## config.mk

```make
export PLATFORM = sky130hd
export DESIGN_NAME = seq_detector_param
export DESIGN_NICKNAME = d
export VERILOG_FILES = /design/src/rtl/seq_detector_param.sv
export SDC_FILE = /design/constraint.sdc
export NUM_CORES = 1
export LEC_CHECK = 0
export CAP_MARGIN = 5
export CELL_PAD_IN_SITES_DETAIL_PLACEMENT = 1
export CELL_PAD_IN_SITES_GLOBAL_PLACEMENT = 1
export CORE_MARGIN = 2
export CORE_UTILIZATION = 48
export DETAILED_ROUTE_END_ITERATION = 8
export DONT_BUFFER_PORTS = 1
export PLACE_DENSITY_LB_ADDON = 0.1
export RECOVER_POWER = 50
export SYNTH_ARGS = -nofsm -noshare
export SYNTH_HDL_FRONTEND = slang
export SYNTH_SLANG_ARGS = --single-unit
```

## constraint.sdc

```tcl
create_clock -name clk -period 3.15 [get_ports clk]
set_input_delay 0.315 -clock clk [delete_from_list [all_inputs] [get_ports clk]]
set_output_delay 0.315 -clock clk [all_outputs]
set_load 0.01 [all_outputs]
```

## src/rtl/seq_detector_param.sv

```systemverilog
// seq_detector_param: run-time configurable serial bit-sequence detector.
//   Shifts in one bit per qualified clock and compares the newest pat_len bits
//   against a latched pattern. Overlapping or non-overlapping detection and
//   Mealy or Moore output timing are both selectable. A saturating counter
//   tracks detections.
// Ports:
//   clk, reset        clock, asynchronous active-low reset
//   din_valid, din    qualified serial input bit
//   cfg_load          strobe that latches pattern/pat_len/overlap_en/moore_mode
//                     and clears history, fill and match_count
//   pattern, pat_len  target sequence (pattern[pat_len-1] arrives first) and its length
//   overlap_en        1 = a match suffix may start the next match
//   moore_mode        1 = registered detect pulse, 0 = combinational pulse
//   dout              detect pulse
//   match_count       saturating detection count
//   fill              bits accumulated toward the current candidate
module seq_detector_param #(
  parameter int unsigned MAX_LEN = 8,
  parameter int unsigned LEN_W   = 4,
  parameter int unsigned CNT_W   = 8
) (
  input  logic               clk,
  input  logic               reset,
  input  logic               din_valid,
  input  logic               din,
  input  logic               cfg_load,
  input  logic [MAX_LEN-1:0] pattern,
  input  logic [LEN_W-1:0]   pat_len,
  input  logic               overlap_en,
  input  logic               moore_mode,
  output logic               dout,
  output logic [CNT_W-1:0]   match_count,
  output logic [LEN_W-1:0]   fill
);

  // One extra bit so fill+1 cannot wrap when LEN_W exactly fits MAX_LEN.
  localparam int unsigned FILL_W = LEN_W + 1;

  logic [MAX_LEN-1:0] pat_q,   pat_d;
  logic [LEN_W-1:0]   len_q,   len_d;
  logic               ovl_q,   ovl_d;
  logic               moore_q, moore_d;
  logic [MAX_LEN-1:0] hist_q,  hist_d;
  logic [LEN_W-1:0]   fill_q,  fill_d;
  logic [CNT_W-1:0]   cnt_q,   cnt_d;
  logic               dout_q,  dout_d;

  logic               adv_c;
  logic [MAX_LEN-1:0] next_hist_c;
  logic [MAX_LEN-1:0] mask_c;
  logic [FILL_W-1:0]  fill_inc_c;
  logic               hit_c;

  // State registers.
  always_ff @(posedge clk or negedge reset) begin
    if (!reset) begin
      pat_q   <= '0;
      len_q   <= '0;
      ovl_q   <= 1'b0;
      moore_q <= 1'b0;
      hist_q  <= '0;
      fill_q  <= '0;
      cnt_q   <= '0;
      dout_q  <= 1'b0;
    end else begin
      pat_q   <= pat_d;
      len_q   <= len_d;
      ovl_q   <= ovl_d;
      moore_q <= moore_d;
      hist_q  <= hist_d;
      fill_q  <= fill_d;
      cnt_q   <= cnt_d;
      dout_q  <= dout_d;
    end
  end

  // Match evaluation and next-state logic.
  always_comb begin
    pat_d   = pat_q;
    len_d   = len_q;
    ovl_d   = ovl_q;
    moore_d = moore_q;
    hist_d  = hist_q;
    fill_d  = fill_q;
    cnt_d   = cnt_q;
    dout_d  = 1'b0;

    // A cfg_load cycle never consumes din.
    adv_c       = din_valid & ~cfg_load;
    next_hist_c = {hist_q[MAX_LEN-2:0], din};
    fill_inc_c  = FILL_W'(fill_q) + FILL_W'(1);

    // Only the low len_q history bits take part in the comparison.
    for (int unsigned i = 0; i < MAX_LEN; i++) begin
      mask_c[i] = (FILL_W'(i) < FILL_W'(len_q));
    end

    hit_c = adv_c && (len_q != '0) && (fill_inc_c >= FILL_W'(len_q)) &&
            (((next_hist_c ^ pat_q) & mask_c) == '0);

    if (cfg_load) begin
      pat_d   = pattern;
      len_d   = (pat_len > LEN_W'(MAX_LEN)) ? LEN_W'(MAX_LEN) : pat_len;
      ovl_d   = overlap_en;
      moore_d = moore_mode;
      hist_d  = '0;
      fill_d  = '0;
      cnt_d   = '0;
    end else if (din_valid) begin
      hist_d = next_hist_c;
      dout_d = hit_c;
      if (hit_c) begin
        // Overlap keeps the candidate full so the retained suffix can match again.
        fill_d = ovl_q ? len_q : '0;
        if (cnt_q != '1) begin
          cnt_d = cnt_q + CNT_W'(1);
        end
      end else begin
        fill_d = (fill_inc_c > FILL_W'(len_q)) ? len_q : LEN_W'(fill_inc_c);
      end
    end
  end

  assign dout        = moore_q ? dout_q : hit_c;
  assign match_count = cnt_q;
  assign fill        = fill_q;

endmodule

```

==> implementation parameters <==
Parameter                              Value

STA
  Least-Margin Pin Slew    1.81 ns
  Final period demand of the worst path    2.94 ns
  Setup violators final    0
  Post-route clock skew    0.00756 ns
  Unrepaired setup endpoints after global routing    false
  Final Slew Violations    35
  Share of the cycle needed by the critical path after routing    93.4%
  Final Hold Violating Endpoints    0
  Remaining max-slew budget at the tightest pin    -20.6%
  Final TNS setup    0 ns
  Max frequency    340 MHz

Run status
  Outcome    complete, but fails checks
  Violations in the final reports    max-capacitance violations, max-slew violations

Clock tree
  Clock latency on the worst-skew pair    0.29 ns
  CTS tree    yes
  Clock slew at the register clock pins of the worst setup and hold paths    0.07 ns
  CTS Root Buffer Type    sky130_fd_sc_hd__clkbuf_8
  Buffers from clock root to sink, at most    2
  TritonCTS buffer count    5
  Clk sinks    34
  Level count of the clock H-tree    2

Logic synthesis
  Post-synthesis cell area    1810 um2
  Syn Area/Cell    10.8 um2
  Async S/R FF share, synth    100%
  Synth Area in Compound Gates    10.9%
  Share of synthesized area spent on multiplexers    12.5%
  Synthesized-area fraction occupied by adder cells    4.15%
  Top cells by area, synth    sky130_fd_sc_hd__dfrtp_1, sky130_fd_sc_hd__mux2_2, sky130_fd_sc_hd__mux2i_1, sky130_fd_sc_hd__ha_1, sky130_fd_sc_hd__xor2_1
  Area leader, netlist    sky130_fd_sc_hd__dfrtp_1
  Post-synthesis sequential area ratio    47.0%
  Most numerous cell types in the synthesized netlist    sky130_fd_sc_hd__dfrtp_1, sky130_fd_sc_hd__nor2_1, sky130_fd_sc_hd__mux2_2
  Most used standard cell by instance count after synthesis    sky130_fd_sc_hd__dfrtp_1
  Total number of yosys warnings    0
  Main combinational cell family by area after synthesis    simple AND/OR/NAND/NOR gates
  Number of nets produced by synthesis    193
  Count of unique library cells instantiated by Yosys    38
  Post-synthesis share of cell area spent on xor and xnor gates    5.81%
  Share of synthesized cell area in and, or, nand and nor gates    16.5%
  Portion of synthesized cell area occupied by the leading cell type    47.0%
  Number of instances in the synthesized netlist    168
  Top flip-flop cell by instance count after synthesis    sky130_fd_sc_hd__dfrtp_1
  Number of synthesized register bits    34
  Number of enable flip-flop cells after synthesis    0

Detailed routing
  Via/cell ratio    5.71
  Drt first pass iters    4
  Drt total wl    3810 um
  Initial detailed-routing violation count    32
  Post-route antenna net violation count    0
  Remaining DRCs    0
  Total via count after detailed routing    1263
  Routed wirelength normalized by instance count    17.2 um

Setup path
  Sort of element at the end of the critical path    flop
  CP max-delay cell    sky130_fd_sc_hd__dfrtp_2
  Startpoint types    flop
  Critical path class    flop to flop
  CP dominant cell by count    sky130_fd_sc_hd__ha_1
  Delay contributed by the slowest stage of the critical path    0.47 ns
  Highest fanout seen on the critical path    9
  Endpoint required time on the critical path    3.32 ns
  Critical R2R Launch    fill[0]
  Path depth of the worst reg2reg path    10
  Arrival time at the worst endpoint    3.11 ns
  Capture point of the worst reg-to-reg path    match_count[4]
  Cell breakdown of the critical path    ha_1 > xnor2_2 > inv_1 > ha_1 > nand3_1 > nor3_1 > o2111ai_2 > nor3_4 > and4_1 > mux2_1
  Setup slack of the worst register-to-register path    0.21 ns

Die
  Die span in x    65.4 um
  Initial core utilization    49.8%
  Core Box Area    3630 um2
  Die area    4280 um2
  Number of core rows    22
  Die Ht    65.4 um
  Top-level I/O count    32

Final layout
  Inserted Diodes    0
  Net count, final    197
  Layout cell share with drive strength beyond 1    16.2%
  Relative area change from synthesis to final layout    8.71%
  Non-filler cells in the finished layout    221

Worst hold path
  Worst hold path stage count    1
  Worst hold start    cfg_load
  Path class of the lowest-slack min-delay path    primary input to flop
  Capture endpoint of the worst hold path    match_count[7]

Job
  Reported max-cap violation count    1

Global route
  Residual overflow from global routing    0
  Pin count of the biggest net entering global routing    39
  Number of global-route vias before repair    1425
  Overall fraction of global-route tracks in use    20.6%
  First-pass GRT wire length    6560 um
  Initial antenna violation count    0

Placed design
  HPWL after DPL    2690 um
  Count of buffers inserted at the top-level ports    0
  Final weighted congestion in routability-driven placement    0.814
  DP Cell Count    211

Power and ir drop
  Peak ir drop on the vdd network    288 uV
  Power density over the cells    547 nW/um2
  P_leak    0.912 nW
[cell families (layout without fill, tap and decap cells)]
kind of cell	count (synthesis)	in the layout
simple gates	55	55
flops	34	34
fa+ha+maj	6	6
mux	21	21
buf+inv	14	19
xor+xnor	12	12
compound gates	26	26
[flip-flops by register name, indices dropped and copies added (netlist names)]
register,count
dout_q,1
fill,4
hist_q,7
len_q,4
match_count,8
moore_q,1
ovl_q,1
pat_q,8
[layout by cell type (no fill, tap or decap), drive strengths merged, types with 4 or more instances in the layout]
cell / instances
xor2: 8
nand3: 4
a21oi: 4
o21ai: 7
mux2: 13
nand2: 9
clkbuf: 8
nor3: 4
inv: 9
nor2: 17
xnor2: 4
ha: 6
o221ai: 4
mux2i: 8
dfrtp: 34
nor2b: 6
nand3b: 5
[report_power, final]
group          total, mW  internal, mW  leakage, nW  switching (mW)
sequential         0.523         0.473        0.444          0.0504
combinational      0.226         0.106        0.420           0.120
clock              0.328         0.176       0.0482           0.152
total               1.08         0.755        0.912           0.322
[worst max-delay path, delay by kind of cell, from the launching register on]
kind	cells	cell delay, ns
compound gates	1	0.21
xor+xnor	1	0.16
fa+ha+maj	2	0.56
buf+inv	1	0.06
flops	1	0.47
mux	1	0.32
simple gates	4	1.05
[timing repair]
action / CTS / global route
buffers inserted: 0 / 0
resized for setup: 1 / 4
hold buffers: 2 / 0
hold endpoints to repair: 34 / 0
pin swaps: 0 / 1
setup endpoints to repair: 1 / 3
[metrics by stage]
step	instance area, um2	hold slack [ns]	utilization [%]	setup slack (ns)	power, mW
after floorplan	1810	0.0194	-	0.457	0.700
after global placement	1850	0.0202	50.9	0.293	0.731
after detailed placement	1850	0.0202	50.9	0.145	0.745
after CTS	1970	0.0763	54.2	0.0224	1.09
after global routing	1970	0.0793	54.2	0.0302	1.14
final	1970	0.0879	54.2	0.209	1.08
[cell type report]
cell class	count	area, um2
Fill cell	426	1670
Multi-Input combinational cell	120	917
Sequential cell	34	852
Clock buffer	7	86.3
Tap cell	48	60.1
Inverter	9	33.8
Timing Repair Buffer	2	13.8
Clock inverter	1	5.00
[metal layers]
layer	GRT usage (%)	wire [um]
met1	23.6	1610
met5	0	0
met4	10.2	66
met2	35.7	1980
met3	4.97	146
[worst max path at each step]
stage,from,end,slack [ns],cells after the start
2_1_floorplan,fill[0],match_count[4],0.46,10
3_3_place_gp,fill[0],match_count[4],0.29,10
3_5_place_dp,fill[0],match_count[4],0.14,10
4_1_cts,fill[0],dout,0.02,9
5_1_grt,fill[0],match_count[4],0.03,10
6_report,fill[0],match_count[4],0.21,10
Power figures use the tool's default switching activity.
